File: config.mk
export PLATFORM = sky130hd
export DESIGN_NAME = calc_sequencer
export DESIGN_NICKNAME = d
export VERILOG_FILES = /design/src/rtl/calc_pkg.sv /design/src/rtl/operand_accum.sv /design/src/rtl/calc_sequencer.sv
export SDC_FILE = /design/constraint.sdc
export NUM_CORES = 1
export LEC_CHECK = 0
export ABC_AREA = 1
export CORE_MARGIN = 2
export CORE_UTILIZATION = 55
export DETAILED_ROUTE_END_ITERATION = 7
export HOLD_SLACK_MARGIN = 0.12
export PLACE_DENSITY = 0.78
export SLEW_MARGIN = 15
export SYNTH_ARGS = -nofsm -noshare
export SYNTH_HDL_FRONTEND = slang
export SYNTH_SLANG_ARGS = --single-unit
File: constraint.sdc
create_clock -name Clock -period 5.1 [get_ports Clock]
set_clock_uncertainty 0.15 [all_clocks]
set_input_delay 0.51 -clock Clock [delete_from_list [all_inputs] [get_ports Clock]]
set_output_delay 0.51 -clock Clock [all_outputs]
set_load 0.01 [all_outputs]
File: src/rtl/calc_pkg.sv
// Shared definitions for the 16-bit signed calculator controller.
//   key_e     : keypad event codes; codes 16-31 are outside the enum and are
//               acknowledged and ignored by the sequencer.
//   AluOp*    : operation codes driven on AluOp.
//   state_e   : sequencer states.
//   MAG_LIMIT : largest operand magnitude accepted during digit entry.
package calc_pkg;

  typedef enum logic [4:0] {
    Key0   = 5'd0,
    Key1   = 5'd1,
    Key2   = 5'd2,
    Key3   = 5'd3,
    Key4   = 5'd4,
    Key5   = 5'd5,
    Key6   = 5'd6,
    Key7   = 5'd7,
    Key8   = 5'd8,
    Key9   = 5'd9,
    KeyAdd = 5'd10,
    KeySub = 5'd11,
    KeyMul = 5'd12,
    KeyNeg = 5'd13,
    KeyEq  = 5'd14,
    KeyClr = 5'd15
  } key_e;

  localparam logic [2:0] AluOpAdd = 3'b010;
  localparam logic [2:0] AluOpSub = 3'b011;
  localparam logic [2:0] AluOpMul = 3'b100;

  typedef enum logic [2:0] {
    StEntryA,
    StEntryB,
    StExecute,
    StResult,
    StError
  } state_e;

  localparam int unsigned MAG_LIMIT = 32767;

  function automatic logic is_digit(input logic [4:0] code);
    return code <= 5'd9;
  endfunction

  function automatic logic is_operator(input logic [4:0] code);
    return (code == KeyAdd) || (code == KeySub) || (code == KeyMul);
  endfunction

  function automatic logic [2:0] key_to_op(input logic [4:0] code);
    logic [2:0] op;
    op = AluOpAdd;
    if (code == KeySub) op = AluOpSub;
    if (code == KeyMul) op = AluOpMul;
    return op;
  endfunction

endpackage

File: src/rtl/operand_accum.sv
// Decimal operand accumulator: unsigned magnitude, sign flag and digit count.
//   Clock, Reset : clock and asynchronous active-low reset
//   clr          : clear operand (applied before a same-cycle digit)
//   digit_en     : append digit; dropped if the count is full or the new
//                  magnitude would exceed MAG_LIMIT
//   digit        : decimal digit value 0-9
//   neg_toggle   : invert the sign flag
//   count        : number of accepted digits
//   value        : two's complement signed operand
module operand_accum
  import calc_pkg::*;
#(
  parameter int unsigned MAX_DIGITS = 5,
  parameter int unsigned CntW       = $clog2(MAX_DIGITS + 1)
) (
  input  logic            Clock,
  input  logic            Reset,
  input  logic            clr,
  input  logic            digit_en,
  input  logic [3:0]      digit,
  input  logic            neg_toggle,
  output logic [CntW-1:0] count,
  output logic [15:0]     value
);

  localparam logic [CntW-1:0] MaxCnt = CntW'(MAX_DIGITS);

  logic [15:0]     mag_q, mag_d, mag_base;
  logic            neg_q, neg_d, neg_base;
  logic [CntW-1:0] cnt_q, cnt_d, cnt_base;
  logic [19:0]     prod;

  always_comb begin
    mag_base = clr ? 16'd0 : mag_q;
    neg_base = clr ? 1'b0 : neg_q;
    cnt_base = clr ? '0 : cnt_q;
    // Worst case 32767*10+9 fits comfortably in 20 bits.
    prod     = {4'd0, mag_base} * 20'd10 + {16'd0, digit};
    mag_d    = mag_base;
    neg_d    = neg_base;
    cnt_d    = cnt_base;
    if (neg_toggle) neg_d = ~neg_base;
    if (digit_en && (cnt_base != MaxCnt) && (prod <= 20'(MAG_LIMIT))) begin
      mag_d = prod[15:0];
      cnt_d = cnt_base + 1'b1;
    end
  end

  always_ff @(posedge Clock or negedge Reset) begin
    if (!Reset) begin
      mag_q <= 16'd0;
      neg_q <= 1'b0;
      cnt_q <= '0;
    end else begin
      mag_q <= mag_d;
      neg_q <= neg_d;
      cnt_q <= cnt_d;
    end
  end

  assign count = cnt_q;
  assign value = neg_q ? (~mag_q + 16'd1) : mag_q;

endmodule

File: src/rtl/calc_sequencer.sv
// Central controller of the 16-bit signed calculator.
// Takes keypad events over a KeyRdy/KeyRd handshake, builds operands A and B,
// runs one ALU operation per equals key over AluStart/AluDone and drives the
// display path.
//   Clock, Reset            : clock, asynchronous active-low reset
//   KeyRdy, KeyCode, KeyRd  : keypad event in, one-cycle acknowledge out
//   AluStart, AluOpA/B, AluOp : ALU request; operands held until AluDone
//   AluDone, AluResult, AluOvf: ALU completion
//   DisplayValue, DisplayValid: value shown to the user
//   Error                   : sticky error, cleared only by the CLR key
// Build option: define CALC_CHAIN_RESULT_EN to let an operator key in the
// result state reuse the result as operand A.
module calc_sequencer
  import calc_pkg::*;
#(
  parameter int unsigned MAX_DIGITS  = 5,
  parameter int unsigned ALU_TIMEOUT = 255
) (
  input  logic        Clock,
  input  logic        Reset,
  input  logic        KeyRdy,
  input  logic [4:0]  KeyCode,
  output logic        KeyRd,
  output logic        AluStart,
  output logic [15:0] AluOpA,
  output logic [15:0] AluOpB,
  output logic [2:0]  AluOp,
  input  logic        AluDone,
  input  logic [15:0] AluResult,
  input  logic        AluOvf,
  output logic [15:0] DisplayValue,
  output logic        DisplayValid,
  output logic        Error
);

  localparam int unsigned CntW = $clog2(MAX_DIGITS + 1);
  localparam int unsigned TmoW = $clog2(ALU_TIMEOUT + 1);
  localparam logic [TmoW-1:0] TmoLimit = TmoW'(ALU_TIMEOUT);

  state_e          state_q, state_d;
  logic            key_rd_q;
  logic [15:0]     opa_q, opa_d;
  logic [2:0]      pend_q, pend_d;
  logic [15:0]     alu_a_q, alu_a_d, alu_b_q, alu_b_d;
  logic [2:0]      alu_op_q, alu_op_d;
  logic            start_q, start_d;
  logic [15:0]     result_q, result_d;
  logic [TmoW-1:0] tmo_q, tmo_d;

  logic            take;
  logic            key_dig, key_op, key_neg, key_eq, key_clr;
  logic            clear_all;
  logic            acc_clr, acc_dig, acc_neg;
  logic [CntW-1:0] acc_cnt;
  logic [15:0]     acc_value;

  assign key_dig = is_digit(KeyCode);
  assign key_op  = is_operator(KeyCode);
  assign key_neg = (KeyCode == KeyNeg);
  assign key_eq  = (KeyCode == KeyEq);
  assign key_clr = (KeyCode == KeyClr);

  // The cycle KeyRd is high the producer has not yet dropped KeyRdy, so the
  // key must not be taken a second time.
  assign take = KeyRdy && !key_rd_q && (state_q != StExecute);

  operand_accum #(
    .MAX_DIGITS (MAX_DIGITS),
    .CntW       (CntW)
  ) u_operand_accum (
    .Clock      (Clock),
    .Reset      (Reset),
    .clr        (acc_clr),
    .digit_en   (acc_dig),
    .digit      (KeyCode[3:0]),
    .neg_toggle (acc_neg),
    .count      (acc_cnt),
    .value      (acc_value)
  );

  always_comb begin
    state_d   = state_q;
    opa_d     = opa_q;
    pend_d    = pend_q;
    alu_a_d   = alu_a_q;
    alu_b_d   = alu_b_q;
    alu_op_d  = alu_op_q;
    start_d   = 1'b0;
    result_d  = result_q;
    tmo_d     = tmo_q;
    clear_all = 1'b0;
    acc_clr   = 1'b0;
    acc_dig   = 1'b0;
    acc_neg   = 1'b0;

    unique case (state_q)
      StEntryA: begin
        if (take) begin
          if (key_dig) begin
            acc_dig = 1'b1;
          end else if (key_neg) begin
            acc_neg = 1'b1;
          end else if (key_op) begin
            opa_d   = acc_value;
            pend_d  = key_to_op(KeyCode);
            acc_clr = 1'b1;
            state_d = StEntryB;
          end else if (key_clr) begin
            clear_all = 1'b1;
          end
        end
      end
      StEntryB: begin
        if (take) begin
          if (key_dig) begin
            acc_dig = 1'b1;
          end else if (key_neg) begin
            acc_neg = 1'b1;
          end else if (key_op) begin
            // Operator before any B digit means the user changed their mind.
            if (acc_cnt == '0) pend_d = key_to_op(KeyCode);
          end else if (key_eq) begin
            if (acc_cnt != '0) begin
              alu_a_d  = opa_q;
              alu_b_d  = acc_value;
              alu_op_d = pend_q;
              start_d  = 1'b1;
              tmo_d    = '0;
              acc_clr  = 1'b1;
              state_d  = StExecute;
            end
          end else if (key_clr) begin
            clear_all = 1'b1;
          end
        end
      end
      StExecute: begin
        tmo_d = tmo_q + 1'b1;
        if (AluDone) begin
          if (AluOvf) begin
            state_d = StError;
          end else begin
            result_d = AluResult;
            state_d  = StResult;
          end
        end else if (tmo_d == TmoLimit) begin
          state_d = StError;
        end
      end
      StResult: begin
        if (take) begin
          if (key_dig) begin
            // Starts a fresh A operand with this digit as its first digit.
            acc_clr = 1'b1;
            acc_dig = 1'b1;
            state_d = StEntryA;
          end else if (key_clr) begin
            clear_all = 1'b1;
          end else if (key_op) begin
`ifdef CALC_CHAIN_RESULT_EN
            opa_d   = result_q;
            pend_d  = key_to_op(KeyCode);
            acc_clr = 1'b1;
            state_d = StEntryB;
`endif
          end
        end
      end
      StError: begin
        if (take && key_clr) clear_all = 1'b1;
      end
      default: state_d = StEntryA;
    endcase

    if (clear_all) begin
      state_d = StEntryA;
      opa_d   = 16'd0;
      pend_d  = AluOpAdd;
      acc_clr = 1'b1;
      acc_dig = 1'b0;
      acc_neg = 1'b0;
    end
  end

  always_ff @(posedge Clock or negedge Reset) begin
    if (!Reset) begin
      state_q  <= StEntryA;
      key_rd_q <= 1'b0;
      opa_q    <= 16'd0;
      pend_q   <= AluOpAdd;
      alu_a_q  <= 16'd0;
      alu_b_q  <= 16'd0;
      alu_op_q <= 3'd0;
      start_q  <= 1'b0;
      result_q <= 16'd0;
      tmo_q    <= '0;
    end else begin
      state_q  <= state_d;
      key_rd_q <= take;
      opa_q    <= opa_d;
      pend_q   <= pend_d;
      alu_a_q  <= alu_a_d;
      alu_b_q  <= alu_b_d;
      alu_op_q <= alu_op_d;
      start_q  <= start_d;
      result_q <= result_d;
      tmo_q    <= tmo_d;
    end
  end

  always_comb begin
    DisplayValue = 16'd0;
    unique case (state_q)
      StEntryA, StEntryB: DisplayValue = acc_value;
      StResult:           DisplayValue = result_q;
      default:            DisplayValue = 16'd0;
    endcase
  end

  assign KeyRd        = key_rd_q;
  assign AluStart     = start_q;
  assign AluOpA       = alu_a_q;
  assign AluOpB       = alu_b_q;
  assign AluOp        = alu_op_q;
  assign DisplayValid = (state_q != StExecute);
  assign Error        = (state_q == StError);

endmodule

; Word level (Yosys, flattened, before mapping)
; Cells that the tools add are included.
[word_totals]
ff_bits = 103
latchBits = 0
mem_bits_rw = 0
rom_bits = 0
in_bits = 26
output_inout_bits = 55
wordCells = 174
n_memories = 0
[op_classes]
n_addsub = 4
multipliers = 1
div_mod_pow = 0
order_cmp = 2
eq_ne = 37
shifts = 0
mux = 87
n_bitwise = 6
n_reduce_logical = 24
[op_table]
columns = cell, n
row1 = $mux 16, 9
row2 = $mux 3, 29
row3 = $mux 8, 6
row4 = $ne 3x3->1 const B, 15
row5 = $mux 1, 37
row6 = $pmux 16 s2, 1
row7 = $eq 5x4->1 const B, 6
row8 = $add 20x4->20, 1
row9 = $le 20x15->1 const B, 1
row10 = $mul 16x3->19 const B, 1
row11 = $add 16x1->16 const B, 1
row12 = $not 16->16, 1
row13 = $pmux 8 s2, 1
row14 = $pmux 3 s5, 1
row15 = $reduce_and 14->1, 1
row16 = $reduce_and 7->1, 2
row17 = $ne 2x2->1 const B, 6
row18 = $reduce_and 10->1, 1
row19 = $add 8x1->8 const B, 1
row20 = $eq 8x8->1 const B, 1
row21 = $reduce_bool 2->1, 4
row22 = $eq 3x2->1 const B, 2
row23 = $logic_not 3->1, 2
row24 = $ne 2x1->1 const B, 3
row25 = 18 further kinds, 28

; Longest topological paths before layout
[depth]
depth_word = 15
depth_mapped = 33
ltp_nobuf = 32

; Hierarchy
; A second synthesis with hierarchy kept.
[hier_totals]
cells_unflattened = 996
area_unflattened_um2 = 6974.2
[by_module_without_submodules]
columns = mod, n_inst, cells_each, area_per_inst_um2, seq_area_each_um2
row1 = calc_sequencer, 1, 504, 3978.8, 2078.2
row2 = operand_accum, 1, 492, 2995.4, 500.5

; Worst setup path after synthesis
; Ideal clock, no wire load.
[synth_timing]
path_kind = input-to-reg
startpoint = in KeyCode[3]
endpoint = reg u_operand_accum.mag_q[14]
setup_ns = 0.074
arrival_ns = 4.322
required_time_ns = 4.876
path_slack_ns = 0.554
stages = 27
path_buffers = 3
cell_sequence = nand2_2 nor2_1 nand2_1 nand2_2 nand3_4 inv_2 nor3_2 inv_2 clkbuf_1 nor2_1 ha_1 ha_1 fa_1 nand2_1 inv_1 nand4_1 a21oi_1 nand3_1 nor2_2 nand4_1 nor3_2 nand2_1 nand3_2 buf_6 buf_12 nand2_2 o21ai_2
[synth_via]
elab_chain_len = 15
elab_cells_between_ends = 48
cone_classes = add/sub: 1 / mul: 1 / order compare: 2 / eq/ne: 7 / mux: 32 / reduce/logical: 5
[synth_rtl]
columns = element, line_no
row1 = start: declaration, calc_sequencer.sv:22  ; input logic [4:0] KeyCode,
row2 = "$eq 5x4->1, on equally long branches", "calc_sequencer.sv:61, calc_pkg.sv:47"
row3 = $mux 1 or $logic_or 1x1->1 (tied branches), -
row4 = $mux 1 or $logic_or 1x1->1 (tied branches), "calc_sequencer.sv:122, calc_pkg.sv:47"
row5 = "$mux 1, on equally long branches", "calc_sequencer.sv:119, calc_sequencer.sv:103"
row6 = "$mux 1, on equally long branches", "calc_sequencer.sv:117, calc_sequencer.sv:101"
row7 = "$mux 1, on equally long branches", "calc_sequencer.sv:115, calc_sequencer.sv:99"
row8 = "$mux 1, on equally long branches", "calc_sequencer.sv:114, calc_sequencer.sv:98"
row9 = $pmux 1 s4 or $pmux 1 s3 (tied branches), calc_sequencer.sv:96  ; unique case (state_q)
row10 = $mux 1, calc_sequencer.sv:175  ; if (clear_all) begin
row11 = $mux 16, operand_accum.sv:34  ; mag_base = clr ? 16'd0 : mag_q;
row12 = $mul 16x3->19, operand_accum.sv:38  ; prod = {4'd0, mag_base} * 20'd10 + {16'd0, digit};
row13 = $add 20x4->20, operand_accum.sv:38
row14 = $le 20x15->1, operand_accum.sv:43  ; if (digit_en && (cnt_base != MaxCnt) && (prod <= 20'(MAG_LIMIT))) begin
row15 = $logic_and 1x1->1, operand_accum.sv:43
row16 = $mux 16 (*), operand_accum.sv:43
row17 = net u_operand_accum.mag_d[14], operand_accum.sv:28  ; logic [15:0] mag_q, mag_d, mag_base;
row18 = end signal: assignment, operand_accum.sv:55  ; mag_q <= mag_d;
row19 = end: declaration, operand_accum.sv:28
; The timed path passes the listed nets; every way through them passes the cells marked *.
; A chain may end at the register's enable or synchronous reset.

; Worst setup path after layout
[layout_timing]
startpoint = in KeyCode[2]
endpoint = reg u_operand_accum.mag_q[9]
; The elaborated chain is that of the path after synthesis.

==> results by group <==
Outcome
  – Status: finished clean

Route
  – Met3 routed WL: 766 um
  – Vias per cell: between 5 and 6
  – Wl on met1: around 7300 um
  – DR iter-0 viols: 501
  – DRT Pass-1 Iters: 5
  – Avg WL per Cell: 15.9 um
  – Top sig layer: met4
  – DR vias: 5816
  – Remaining DRCs: 0
  – Met2 Wirelength: 8230 um
  – DRT Wirelength: 16800 um
  – Final ANT Viol Nets: 0

Global route
  – GRT Residual Overflow: 0
  – Vias in the first global route: approximately 5800
  – Initial antenna violation count: 0
  – First-pass GRT wire length: around 28000 um
  – Tot GR Track Use: 27.9%
  – Pin count of the biggest net entering global routing: 70

Power
  – Combinational power share: between 60 and 70%
  – Net Sw Frac: 48.0%
  – Max IR drop VDD: about 460 uV
  – Switching pwr: around 2.4 mW
  – Clock share of power: 13.8%
  – Total Power: 5.08 mW
  – P per Cell Area: ~660 mW/mm2
  – Leak: 3.86 nW
  – P_int: 2.64 mW
  – Sequential power share: between 20 and 30%

Worst hold path
  – Hold Crit Class: reg -> reg
  – Hold path start: AluOp[0]$_DFFE_PN0P_
  – Hold-critical path depth: 2
  – Hold EP: AluOp[0]$_DFFE_PN0P_

Worst setup path
  – CP dominant cell by count: nand2_1
  – CP max stage delay: roughly 500 ps
  – FF-to-FF End: u_operand_accum.mag_q[9]$_DFF_PN0_
  – Crit Path Class: in -> reg
  – R2r setup slk: approximately 500 ps
  – Worst Path Required: just over 5000 ps
  – RR Startpoint: state_q[1]$_DFFE_PN0P_
  – Worst R2R Path Depth: 29
  – Worst Path Max Fanout: 20
  – CP arrival: ~4800 ps
  – CP Capture Type: register
  – CP max-delay cell: clkdlybuf4s50_1
  – Startpoint types: input port

Timing
  – Tcrit/Tclk final: between 90 and 100%
  – Slew Viols, Final: 0
  – Final WS setup: 403 ps
  – Final min period: 4700 ps
  – Final Hold Fails: 0
  – Hold slack: 334 ps
  – Max_slew headroom: between 30 and 40%
  – Max Fclk: approximately 0.21 GHz
  – RSZ-0062 raised after global routing: false
  – Count of final setup violators: 0
  – Setup TNS: 0 ps
  – Worst-margin pin slew: approximately 1000 ps

Layout
  – Area of the multi-input gates: 0.00326 mm2
  – Nets: 970
  – Area Overhead vs Synth: 20.0%
  – Commonest non-fill, non-tap cell in the layout: nand2_1
  – Fill cells: 963
  – Antenna fix cells: 0
  – Register area: 0.00258 mm2
  – Layout cells sized above 1: about 10%
  – Most frequent cells in the layout: nand2_1 (200), inv_1 (115), dfrtp_1 (102), clkdlybuf4s50_1 (79), o21ai_0 (70)

CTS
  – Reg clk slew, reported paths: 70 ps
  – Clock Sink Count: 103
  – Clock Path Buffers: 2
  – H-Tree Depth: 3
  – Num CTS Buffers: 9
  – Root buf cell: clkbuf_16
  – CTS tree: built
  – Worst-Skew Late Latency: 350 ps

Floorplanning
  – Starting Density: a little under three fifths
  – Site row count: 39
  – Die area: roughly 0.013 mm2
  – Top Ports: 81
  – Die width: 112 um
  – Die Y: 112 um
  – CORE AREA: ~0.011 mm2

Placement
  – Count of input and output buffers: 80
  – GPL Wtd Cong: ~0.96
  – DP Wirelength: roughly 13000 um
  – Post-Place Setup Slack: between 15 and 20 ps

Yosys
  – Syn_nets: 885
  – Synth warn: 0
  – Post-synthesis cell type count: 38
  – Primary FF master, synth: dfrtp_1
  – Gate Count Post-Synth: 823
  – Leading area contributor after synthesis: dfrtp_1
  – #FFs+latches synth: about 100
  – Sequential area share after synthesis: between 40% and 50%
  – Synth Area per Inst: between 7 and 8 um2
  – Number of flops mapped to enable cells by yosys: 0
  – Synth top area share: 39.8%
  – Synth area leaders: dfrtp_1 (40%), nand2_1 (12%), inv_1 (6.7%)
  – Mapped Area: 0.00641 mm2
  – Post-synth ARST share: 100%

Run
  – Max Cap Violations: 0
-- metal layers --
metal,vias up,track usage [%]
met5,-,0
met4,0,11.3
met3,35,4.74
met2,183,47.4
met1,2757,35.8
li1,2841,-
-- cell type report --
type / instances / area share (%)
clock inverter: 4 / 0.732
multi-input combinational: 578 / 42.4
tap: 143 / 2.33
inverter: 123 / 6.04
sequential: 103 / 33.5
clock buffer: 12 / 3.21
timing repair buffer: 93 / 11.7
-- Yosys cell counts, types with 2 or more instances --
master,count
inv_1,115
nor2_1,66
a31oi_1,3
nand3_2,3
inv_2,6
nand4_1,21
mux2_2,16
nor3_2,2
buf_6,2
xor2_1,22
dfrtp_1,102
nor3_1,10
nor2_4,2
fa_1,2
ha_1,34
o211ai_1,2
nand3b_1,2
a21oi_1,16
xnor2_1,9
o22ai_1,21
nand3_1,41
clkbuf_1,15
nand2_2,14
o21ai_2,10
nor2_2,5
o21ai_0,70
nand2_1,201
-- stage by stage --
step / cell area, um2 / std cells / util, %
final: 7690 / 1056 / 67.6
after global routing: 7690 / 1056 / 67.6
after CTS: 7680 / 1056 / 67.6
after detailed placement: 7370 / 1039 / 64.8
after global placement: 7370 / 1039 / 64.8
after floorplan: 6410 / 823 / -
-- registers in the layout, summed over array words and instances (netlist names) --
signal,count
tmo_q,8
KeyRd,1
result_q,16
state_q,3
u_operand_accum.mag_q,16
AluOp,3
AluStart,1
pend_q,3
u_operand_accum.neg_q,1
u_operand_accum.count,3
opa_q,16
AluOpA,16
AluOpB,16
-- power groups by stage --
stage	Combinational (mW)	Clock (mW)	Sequential [mW]
after global routing	3.46	0.737	1.31
after global placement	2.99	0	1.27
final	3.10	0.700	1.28
after floorplan	2.13	0	1.26
after detailed placement	3.06	0	1.29
after CTS	3.08	0.706	1.27
-- worst max path at each step --
stage	startpoint	slack [ps]	depth (start not counted)	endpoint
3_3_place_gp	KeyCode[2]	60	30	u_operand_accum.mag_q[9]$_DFF_PN0_
6_report	KeyCode[2]	400	29	u_operand_accum.mag_q[9]$_DFF_PN0_
2_1_floorplan	KeyCode[3]	550	27	u_operand_accum.mag_q[14]$_DFF_PN0_
5_1_grt	KeyCode[2]	30	30	u_operand_accum.mag_q[4]$_DFF_PN0_
3_5_place_dp	KeyCode[2]	20	25	u_operand_accum.mag_q[9]$_DFF_PN0_
4_1_cts	KeyCode[2]	380	27	u_operand_accum.mag_q[9]$_DFF_PN0_
-- cells by family after synthesis --
family                   count (synthesis)  share of synthesized area [%]
AND/OR/NAND/NOR                        369                           25.4
buffers and inverters                  142                           8.91
AO/OA/AOI/OAI                          126                           11.2
flip-flops                             103                           40.3
adder cells (fa/ha/maj)                 36                           7.27
XOR/XNOR                                31                           4.24
multiplexers                            16                           2.81
-- critical path, delay by kind of cell --
kind / cells / cell delay [ps]
compound gates: 1 / 80
simple gates: 21 / 2450
buf+inv: 5 / 1040
fa+ha+maj: 2 / 690
-- timing repair --
action                     in CTS  in global routing
gates resized for setup         0                  2
hold buffers                    1                  0
setup buffers                   0                  0
setup endpoints to repair       0                 10
hold endpoints to repair       13                  0
(Power assumes the default switching activity.)
